$ cat src/rtl/load_buffer_if.sv
// Interface between the load/commit side of the core and load_buffer.
// The misload_count signal is present only when LOADBUF_STATS_EN is defined.
interface load_buffer_if;
  logic        kill;
  logic        loadbuf_en;
  logic [31:0] load_addr;
  logic [2:0]  loadbuf_free_entry;
  logic        loadbuf_full;
  logic [2:0]  loadbuf_commit_entry;
  logic        dmem_we;
  logic [31:0] store_addr;
  logic        misload;
`ifdef LOADBUF_STATS_EN
  logic [15:0] misload_count;
`endif

  modport master (
    output kill, loadbuf_en, load_addr, loadbuf_commit_entry, dmem_we, store_addr,
    input  loadbuf_free_entry, loadbuf_full, misload
`ifdef LOADBUF_STATS_EN
    , input misload_count
`endif
  );

  modport slave (
    input  kill, loadbuf_en, load_addr, loadbuf_commit_entry, dmem_we, store_addr,
    output loadbuf_free_entry, loadbuf_full, misload
`ifdef LOADBUF_STATS_EN
    , output misload_count
`endif
  );
endinterface

$ cat src/rtl/load_buffer.sv
// Speculative-load tracker: flags committed loads whose word was overwritten by a
// committed store. Define LOADBUF_STATS_EN to add the saturating misload_count output.
module load_buffer (
  input  logic          clk,
  input  logic          reset,
  load_buffer_if.slave  lb
);

  logic [7:1]  valid;
  logic [7:1]  hazard;
  logic [31:2] addr [1:7];

  logic [2:0]  free_entry;
  logic        full;
  logic        alloc;
  logic        flush;
  logic        misload;
  logic        store_hits_load;
  logic        unused_low_bits;

  assign unused_low_bits = ^{lb.load_addr[1:0], lb.store_addr[1:0]};

  assign full            = &valid;
  assign alloc           = lb.loadbuf_en && !full;
  assign flush           = reset || lb.kill;
  assign store_hits_load = lb.dmem_we && (lb.store_addr[31:2] == lb.load_addr[31:2]);

  always_comb begin
    free_entry = '0;
    for (int unsigned i = 1; i <= 7; i++) begin
      if (!valid[i] && free_entry == '0)
        free_entry = 3'(i);
    end
  end

  always_comb begin
    misload = 1'b0;
    for (int unsigned i = 1; i <= 7; i++) begin
      if (lb.loadbuf_commit_entry == 3'(i) && valid[i] && hazard[i])
        misload = 1'b1;
    end
  end

  assign lb.loadbuf_free_entry = free_entry;
  assign lb.loadbuf_full       = full;
  assign lb.misload            = misload;

  // Commit clears only a valid entry, so an invalid commit index never blocks an
  // allocation into that same slot.
  always_ff @(posedge clk) begin
    for (int unsigned i = 1; i <= 7; i++) begin
      if (flush) begin
        valid[i]  <= 1'b0;
        hazard[i] <= 1'b0;
      end else if (lb.loadbuf_commit_entry == 3'(i) && valid[i]) begin
        valid[i]  <= 1'b0;
        hazard[i] <= 1'b0;
      end else if (alloc && free_entry == 3'(i)) begin
        valid[i]  <= 1'b1;
        addr[i]   <= lb.load_addr[31:2];
        hazard[i] <= store_hits_load;
      end else if (lb.dmem_we && valid[i] && addr[i] == lb.store_addr[31:2]) begin
        hazard[i] <= 1'b1;
      end
    end
  end

`ifdef LOADBUF_STATS_EN
  logic [15:0] misload_count;

  always_ff @(posedge clk) begin
    if (reset)
      misload_count <= '0;
    else if (!lb.kill && misload && misload_count != '1)
      misload_count <= misload_count + 16'd1;
  end

  assign lb.misload_count = misload_count;
`endif

endmodule

$ cat src/flat_wrapper.sv
// flat-port wrapper written by rule: the top's interface ports become plain ports
module load_buffer_flat 
  (clk, reset, lb_kill, lb_loadbuf_en, lb_load_addr, lb_loadbuf_commit_entry, lb_dmem_we, lb_store_addr, lb_loadbuf_free_entry, lb_loadbuf_full, lb_misload);
  load_buffer_if lb_i ();
  input  logic clk;
  input  logic reset;
  input wire logic [$bits(lb_i.kill)-1:0] lb_kill;
  input wire logic [$bits(lb_i.loadbuf_en)-1:0] lb_loadbuf_en;
  input wire logic [$bits(lb_i.load_addr)-1:0] lb_load_addr;
  input wire logic [$bits(lb_i.loadbuf_commit_entry)-1:0] lb_loadbuf_commit_entry;
  input wire logic [$bits(lb_i.dmem_we)-1:0] lb_dmem_we;
  input wire logic [$bits(lb_i.store_addr)-1:0] lb_store_addr;
  output wire logic [$bits(lb_i.loadbuf_free_entry)-1:0] lb_loadbuf_free_entry;
  output wire logic [$bits(lb_i.loadbuf_full)-1:0] lb_loadbuf_full;
  output wire logic [$bits(lb_i.misload)-1:0] lb_misload;
  assign lb_i.kill = lb_kill;
  assign lb_i.loadbuf_en = lb_loadbuf_en;
  assign lb_i.load_addr = lb_load_addr;
  assign lb_i.loadbuf_commit_entry = lb_loadbuf_commit_entry;
  assign lb_i.dmem_we = lb_dmem_we;
  assign lb_i.store_addr = lb_store_addr;
  assign lb_loadbuf_free_entry = lb_i.loadbuf_free_entry;
  assign lb_loadbuf_full = lb_i.loadbuf_full;
  assign lb_misload = lb_i.misload;
  load_buffer u_core (.clk(clk), .reset(reset), .lb(lb_i));
endmodule
$ cat config.mk
export PLATFORM = sky130hd
export DESIGN_NAME = load_buffer_flat
export DESIGN_NICKNAME = d
export VERILOG_FILES = /design/src/rtl/load_buffer_if.sv /design/src/rtl/load_buffer.sv /design/src/flat_wrapper.sv
export SDC_FILE = /design/constraint.sdc
export NUM_CORES = 1
export LEC_CHECK = 0
export CAP_MARGIN = 10
export CORE_UTILIZATION = 25
export CTS_BUF_LIST = sky130_fd_sc_hd__clkbuf_4 sky130_fd_sc_hd__clkbuf_8 sky130_fd_sc_hd__clkbuf_16
export DETAILED_ROUTE_END_ITERATION = 12
export GPL_ROUTABILITY_DRIVEN = 0
export MAX_ROUTING_LAYER = met4
export PLACE_DENSITY_LB_ADDON = 0.3
export RECOVER_POWER = 25
export SLEW_MARGIN = 20
export SYNTH_ARGS = -nofsm -noshare
export SYNTH_HDL_FRONTEND = slang
export SYNTH_SLANG_ARGS = --single-unit
export TNS_END_PERCENT = 5
$ cat constraint.sdc
create_clock -name clk -period 7.8 [get_ports clk]
set_input_delay 0.78 -clock clk [delete_from_list [all_inputs] [get_ports clk]]
set_output_delay 0.78 -clock clk [all_outputs]
set_load 0.005 [all_outputs]
# Word-level counts from Yosys, hierarchy flattened

Memories as Yosys holds them, arrays and structs flattened.
Cells that the tools add are included.

Bits in registers: 14
Bits in writable memories: 210
Output and inout bits: 5
Memories kept: 1

Memories:

| memory      | words | bits a word | read ports | clocked after Yosys merged registers in | wr ports | RTL line          | text |
|---|---|---|---|---|---|---|---|
| u_core.addr | 7     | 30          | 7          | 0                                       | 1        | load_buffer.sv:11 | `logic [31:2] addr [1:7];` |

Equality and inequality tests: 22
Muxes and demuxes: 74
Reductions and logical operators: 78

Operators by type and width:

| operator             | number |
|---|---|
| $eq A30 B30 Y1       | 8 |
| $mux W30             | 6 |
| $reduce_or A30 Y1    | 6 |
| $mux W1              | 56 |
| $logic_and A1 B1 Y1  | 43 |
| $mux W3              | 12 |
| $eq A3 B3 Y1 const B | 8 |
| $logic_not A3 Y1     | 6 |
| $reduce_bool A2 Y1   | 7 |
| $reduce_or A2 Y1     | 7 |
| $eq A3 B2 Y1 const B | 4 |
| $logic_not A1 Y1     | 7 |
| $reduce_and A7 Y1    | 1 |
| $eq A3 B1 Y1 const B | 2 |
| $logic_or A1 B1 Y1   | 1 |

# Logic depth before layout (Yosys ltp)

Gate-level depths: netlist of run 1.

Depth in word-level cells: 32
Mapped depth: 7
Gate-level depth less buffers: 6

# Least setup slack after synthesis of run 1

Ideal clock, no wire load.

Path kind: input to register
Start point: input port lb_kill
End point: register, netlist name u_core.addr[1][60]
Library setup time: 492 ps
Arrival: 4088 ps
Slack: 3219 ps
Stages on the path: 3
Buffers on the path: 1
Cells stage by stage: or2_2 -> buf_4 -> nor4_1

RTL lines:

| element            | RTL line          | text |
|---|---|---|
| start: declaration | flat_wrapper.sv:7 | `input wire logic [$bits(lb_i.kill)-1:0] lb_kill;` |

# Worst setup path after layout of run 1

Start point: input port lb_loadbuf_commit_entry[2]
End point: output port lb_misload

Longest elaborated chain between the ends: 10
Elaborated cells on any way between the ends: 28
Those cells by class: eq/ne (7); mux (7); reduce/logical (14)

RTL lines:

| element                          | RTL line           | text |
|---|---|---|
| start: declaration               | flat_wrapper.sv:10 | `input wire logic [$bits(lb_i.loadbuf_commit_entry)-1:0] lb_loadbuf_commit_entry;` |
| $eq A3 B1 Y1                     | load_buffer.sv:39  | `if (lb.loadbuf_commit_entry == 3'(i) && valid[i] && hazard[i])` |
| $logic_and A1 B1 Y1 (2 in a row) | load_buffer.sv:39  |  |
| $mux W1 (6 in a row)             | load_buffer.sv:39  |  |
| $mux W1 (*)                      | load_buffer.sv:39  |  |
| end: declaration                 | flat_wrapper.sv:15 | `output wire logic [$bits(lb_i.misload)-1:0] lb_misload;` |

Mark *: on every way between the ends. The rest lies on a longest branch, timed or not.

==> flow_summary_export.csv, run 1 <==
group,metric,value,unit
power,power_frac_clock,0.436,
power,internal_power,2.09,mW
drt,drc_errors,0,
logic_synthesis,muxShareOfSynthArea,0,
drt,ant_nets,0,
sta,fin_crit,3.51,ns
logic_synthesis,yosys_register_bits,224,
power,p_per_area,224,nW/um2
sta,timing.fmax,285,MHz
place,dp_cells,1236,
drt,num_vias,5654,
logic_synthesis,synthCells,676,
worst_hold_path,hp-class,"reg2reg",
clock_network,hold_buffers,0,
place,portBuffers,72,
drt,via_per_inst,4.41,
sta,period_share,0.450,
logic_synthesis,synth_compound_area_frac,0.0132,
power,power,2.67,mW
sta,hold_violations,0,
clock_network,cts_buffer_depth,3,
power,seqPwrFrac,0.495,
worst_setup_path,crit_required,7.02,ns
finish,nFillCells,3947,
logic_synthesis,yosysWarnings,0,
drt,wire_per_inst,22.2,um
clock_network,cts_tree,"done",
global_route,grt_max_degree,31,
worst_setup_path,cp-start-kind,"primary input",
sta,tightest_slew,0.898,ns
global_route,grt_antenna_before_repair,0,
logic_synthesis,yosysSeqAreaShare,0.663,
sta,finalSetupViolCount,0,
finish,fin_cells,1281,
clock_network,htreeDepth,1,
worst_setup_path,cp.arrival,2.73,ns
clock_network,postCtsSetupBuffers,0,
drt,drt_iter0_markers,367,
floorplanning,ios,77,
floorplanning,floorplan.initialDensity,0.255,
floorplanning,rows,72,
place,preCtsSetupSlack,3.78,ns
finish,antennaDiodeCount,0,
finish,drive_gt1_frac,0.0747,
finish,stdcell_area,11900,um2
floorplanning,core_region_area,38900,um2
clock_network,cts_made_buffers,26,
finish,multi_input_area,3110,um2
sta,maxSlewViolCount,0,
power,cellLeakagePower,3.71,nW
power,peakVddDrop,0.165,mV
place,placed_area,11100,um2
floorplanning,die_area,40600,um2
clock_network,clock_latency,0.52,ns
floorplanning,die_width,201,um
worst_setup_path,worstSetupEndpointType,"output port",
logic_synthesis,syn_avg_cell_area,14.7,um2
global_route,grt_use_total,0.145,
global_route,grt_first_pass_wirelength,40900,um
worst_setup_path,worstSetupPathType,"in2out",
clock_network,cts_resized,0,
sta,fin_setup_tns,0,ns
sta,fin_ws,4.29,ns
power,power_switching,0.585,mW
sta,fin_skew,0.00609,ns
finish,final-seq-area,6590,um2
clock_network,cts.sinks,224,
power,swShare,0.219,
logic_synthesis,synthesis.nets,748,
worst_setup_path,path_max_fanout,8,
drt,first_pass_iters,5,
clock_network,clk_pin_slew,0.06,ns
sta,rsz0062_at_grt,"false",
finish,area_delta_synth_final,20.1,%
logic_synthesis,synth_top_family_by_area,"XOR/XNOR gates",
power,combPwrFrac,0.069,
outcome,status,"completed",
sta,relSlewSlack,0.395,
clock_network,root_buffer,"clkbuf_16",
finish,nNetsFinal,818,
floorplanning,die_h,201,um
global_route,grt_pass1_vias,5709,
flow_run,maxCapViolCount,0,
worst_setup_path,worst-r2r-setup-slack,5.18,ns
logic_synthesis,synth_area,9940,um2
logic_synthesis,synthSimpleGateAreaFrac,0.0846,
logic_synthesis,synth_xor_area_frac,0.212,
logic_synthesis,synth_cell_types,32,
logic_synthesis,synthAdderAreaFrac,0,
drt,wirelength,28500,um
global_route,gr-total-overflow,0,
place,hpwlAfterDp,19600,um
## path summary, 6_finish.rpt
check,from,endpoint,cells past startpoint
max reg2reg,u_core.addr[0][96],u_core.hazard[3],6
max,lb_loadbuf_commit_entry[2],lb_misload,6
min,u_core.valid[5],u_core.valid[5],2
min reg2reg,u_core.valid[5],u_core.valid[5],2
## critical path, cell delays in order
cell and delay (ns):
clkdlybuf4s50_1 0.64, nand2_1 0.09, nor3_1 0.34, a211oi_1 0.17
o211ai_1 0.15, clkdlybuf4s50_1 0.55
## power by group through the flow
| stage | registers, mW | clock network [mW] | logic (mW) |
|---|---|---|---|
| 5_1_grt | 1.32 | 1.23 | 0.200 |
| 4_1_cts | 1.32 | 1.19 | 0.192 |
| 2_1_floorplan | 1.35 | 0 | 0.0987 |
| 6_report | 1.32 | 1.16 | 0.184 |
| 3_5_place_dp | 1.35 | 0 | 0.191 |
| 3_3_place_gp | 1.35 | 0 | 0.191 |
## cells by family after synthesis
kind of cell / after synthesis
AOI/OAI and AO/OA: 18
xor gates and xnor gates: 240
buffers and inverters: 42
DFF: 224
and+or+nand+nor: 152
## state kept, by name (all words and copies together) (netlist names)
name and flops:
u_core.addr 210, u_core.valid 7, u_core.hazard 7
## synth_stat cells (all sizes together)
master	n	area share
edfxtp	210	0.63
xor2	144	0.13
xnor2	96	0.085
nor4	47	0.030
nand4	36	0.023
buf	32	0.024
nand2	20	0.0076
nor2	18	0.0068
dfxtp	14	0.028
nor3	14	0.0070
a211oi	7	0.0053
inv	6	0.0023
and3	5	0.0031
clkbuf	4	0.0015
a21oi	3	0.0015
nand3	3	0.0015
o21ai	3	0.0015
nand2b	2	0.0013
nand3b	2	0.0015
nor2b	2	0.0013
a2111oi	1	0.0015
nand4b	1	0.00088
nor3b	1	0.00076
o211a	1	0.0010
o211ai	1	0.00076
o21a	1	0.00076
o22a	1	0.00088
or2	1	0.00063
## routing by layer
layer  up-vias  track usage  share of wire
met3        34       0.0233          0.044
li1       2589            -              -
met2       150        0.233           0.48
met5         -            -              0
met1      2881        0.192           0.46
met4         0       0.0271          0.016
## cell usage in the layout (no fill, tap or decap), types with 4 or more instances in the layout
cell type | Yosys | final
nor2_1 | 18 | 18
clkdlybuf4s50_1 | 0 | 56
dlygate4sd3_1 | 0 | 16
nor3_1 | 14 | 11
clkinv_2 | 0 | 4
xnor2_1 | 96 | 96
dfxtp_1 | 14 | 14
nand2_1 | 20 | 20
inv_1 | 6 | 6
edfxtp_1 | 210 | 210
clkbuf_16 | 0 | 27
buf_4 | 5 | 4
nand4_1 | 36 | 36
clkbuf_4 | 0 | 9
nor4_1 | 47 | 46
a211oi_1 | 7 | 7
xor2_1 | 143 | 143
## stage by stage
step	util	hold WS, ns
floorplan	-	0.499
global placement	0.286	0.534
detailed placement	0.286	0.542
CTS	0.307	0.552
global route	0.307	0.605
finish	0.307	0.548
## area by class of cell
type                            count  share of cell area
Sequential cell                   224               0.552
Multi-Input combinational cell    410               0.260
Timing Repair Buffer               78              0.0635
Clock buffer                       36              0.0623
Tap cell                          518              0.0543
Clock inverter                      9             0.00618
Inverter                            6             0.00189
Note: power is estimated with default switching activity, not from simulation.
==> run 2: changes to the inputs <==
clock period = 3.7 ns   (was 7.8 ns; I/O delays follow)
==> flow_summary_export.csv, run 2 (same netlist as run 1, synthesis figures left out) <==
group,metric,value,unit
clock_network,cts.sinks,224,
sta,maxSlewViolCount,0,
floorplanning,die_h,201,um
worst_setup_path,cp_top_family,"simple AND/OR/NAND/NOR gates",
place,hpwlAfterDp,20700,um
sta,rsz0062_at_grt,"false",
drt,drc_errors,0,
worst_setup_path,crit_slowest_cell,"nor4_1",
worst_setup_path,worstSetupPathType,"in2reg",
floorplanning,ios,77,
sta,tightest_slew,0.921,ns
sta,fin_setup_tns,0,ns
clock_network,htreeDepth,1,
finish,drive_gt1_frac,0.104,
floorplanning,die_area,40600,um2
drt,drt_iter0_markers,512,
drt,via_per_inst,4.36,
worst_setup_path,worstSetupEndpointType,"flop",
sta,hold_violations,0,
floorplanning,rows,72,
clock_network,cts_resized,0,
drt,num_vias,5773,
clock_network,cts_made_buffers,27,
floorplanning,floorplan.initialDensity,0.255,
sta,fin_skew,0.0117,ns
worst_setup_path,cp-start-kind,"primary input",
flow_run,maxCapViolCount,0,
clock_network,clk_pin_slew,0.06,ns
floorplanning,die_width,201,um
sta,finalSetupViolCount,0,
sta,fin_crit,3.15,ns
global_route,grt_first_pass_wirelength,41800,um
worst_setup_path,max_stage_delay,0.85,ns
worst_setup_path,cp_common_cell,"nor4_1",
worst_setup_path,crit_required,4.11,ns
power,peakVddDrop,0.315,mV
global_route,gr-total-overflow,0,
outcome,status,"completed",
clock_network,clock_latency,0.53,ns
place,portBuffers,72,
power,power,5.65,mW
sta,relSlewSlack,0.380,
worst_setup_path,cp.arrival,3.55,ns
drt,first_pass_iters,4,
finish,final_common_cell,"edfxtp_1",
clock_network,cts_tree,"done",
clock_network,cts_buffer_depth,3,
sta,timing.fmax,318,MHz
drt,wirelength,29200,um
worst_setup_path,path_depth,7,
drt,wire_per_inst,22.0,um
clock_network,hold_buffers,0,
global_route,grt_pass1_vias,5818,
drt,ant_nets,0,
worst_setup_path,r2r.worst_path.cells,6,
finish,largest_register_ffs,210,
finish,top_regs,"u_core.addr (210), u_core.hazard (7), u_core.valid (7)",
global_route,grt_use_total,0.147,
worst_hold_path,whs_path_depth,2,
worst_hold_path,hp-class,"reg2reg",
finish,largest-register,"u_core.addr",
sta,period_share,0.850,
global_route,grt_antenna_before_repair,0,
finish,area_delta_synth_final,23.0,%
worst_setup_path,cp_cell_sequence,"clkdlybuf4s50_1 -> xor2_1 -> nor4_1 -> nand4_1 -> nor4_1 -> nor3_1 -> a2111oi_2",
finish,nNetsFinal,860,
global_route,grt_max_degree,31,
finish,final_cell_mix,"210 x edfxtp_1, 143 x xor2_1, 96 x xnor2_1",
worst_setup_path,critPathBufInv,1,
clock_network,postCtsSetupBuffers,0,
clock_network,root_buffer,"clkbuf_16",
worst_setup_path,path_max_fanout,8,
power,cellLeakagePower,3.87,nW
power,p_per_area,463,nW/um2
finish,antennaDiodeCount,0,
floorplanning,core_region_area,38900,um2
==> run 2: cell count changes in the layout (fill, tap and decap cells not counted), sizes merged <==
| cell | delta |
|---|---|
| buf | +29 |
| clkbuf | +7 |
| clkinv | +7 |
| clkdlybuf4s50 | -3 |
| dlygate4sd3 | +3 |
| inv | +1 |
==> run 2: layer usage <==
| metal | wire (um) | track usage |
|---|---|---|
| met1 | 13700 | 0.201 |
| met4 | 460 | 0.0252 |
| met5 | 0 | - |
| met3 | 1110 | 0.0191 |
| met2 | 13900 | 0.236 |
==> run 2: area by class of cell <==
type,count,area [um2]
clock inverter,17,111
clock buffer,31,706
fill,3927,26700
tap,518,648
inverter,6,22.5
multi-input combinational,410,3120
sequential,224,6590
timing repair buffer,119,1030
==> run 2: final timing paths <==
path                            from  slack [ns]                to
setup / recovery   lb_store_addr[23]        0.55  u_core.hazard[4]
hold / removal       u_core.valid[5]        0.57   u_core.valid[5]
setup reg to reg  u_core.addr[1][21]        1.00  u_core.hazard[4]
hold reg to reg      u_core.valid[5]        0.57   u_core.valid[5]
==> run 2: power breakdown <==
part | internal, mW | total, mW | switching [mW]
Combinational | 0.166 | 0.413 | 0.248
Sequential | 2.78 | 2.79 | 0.00724
Clock | 1.43 | 2.45 | 1.02
Total | 4.38 | 5.65 | 1.28
==> run 2: tightest hold or removal path, stage by stage (launching register included) <==
cell     delay, ns
dfxtp_1       0.37
nor2_1        0.12
nor2_1        0.04
==> run 2: through the flow <==
step | setup WS [ns] | instances | instance area (um2) | util | hold WS, ns
after floorplan | 0.308 | 676 | 9950 | - | 0.469
final | 0.555 | 1325 | 12200 | 0.314 | 0.571
after global placement | 0.259 | 1277 | 11500 | 0.294 | 0.537
after global routing | 0.576 | 1325 | 12200 | 0.314 | 0.594
after detailed placement | 0.162 | 1277 | 11500 | 0.294 | 0.553
after CTS | 0.702 | 1325 | 12300 | 0.315 | 0.556
==> run 3: changes to the inputs <==
SLEW_MARGIN = not set   (was 20)
==> results of run 3 <==
Final layout, timing and power as in run 2 (identical DEF).
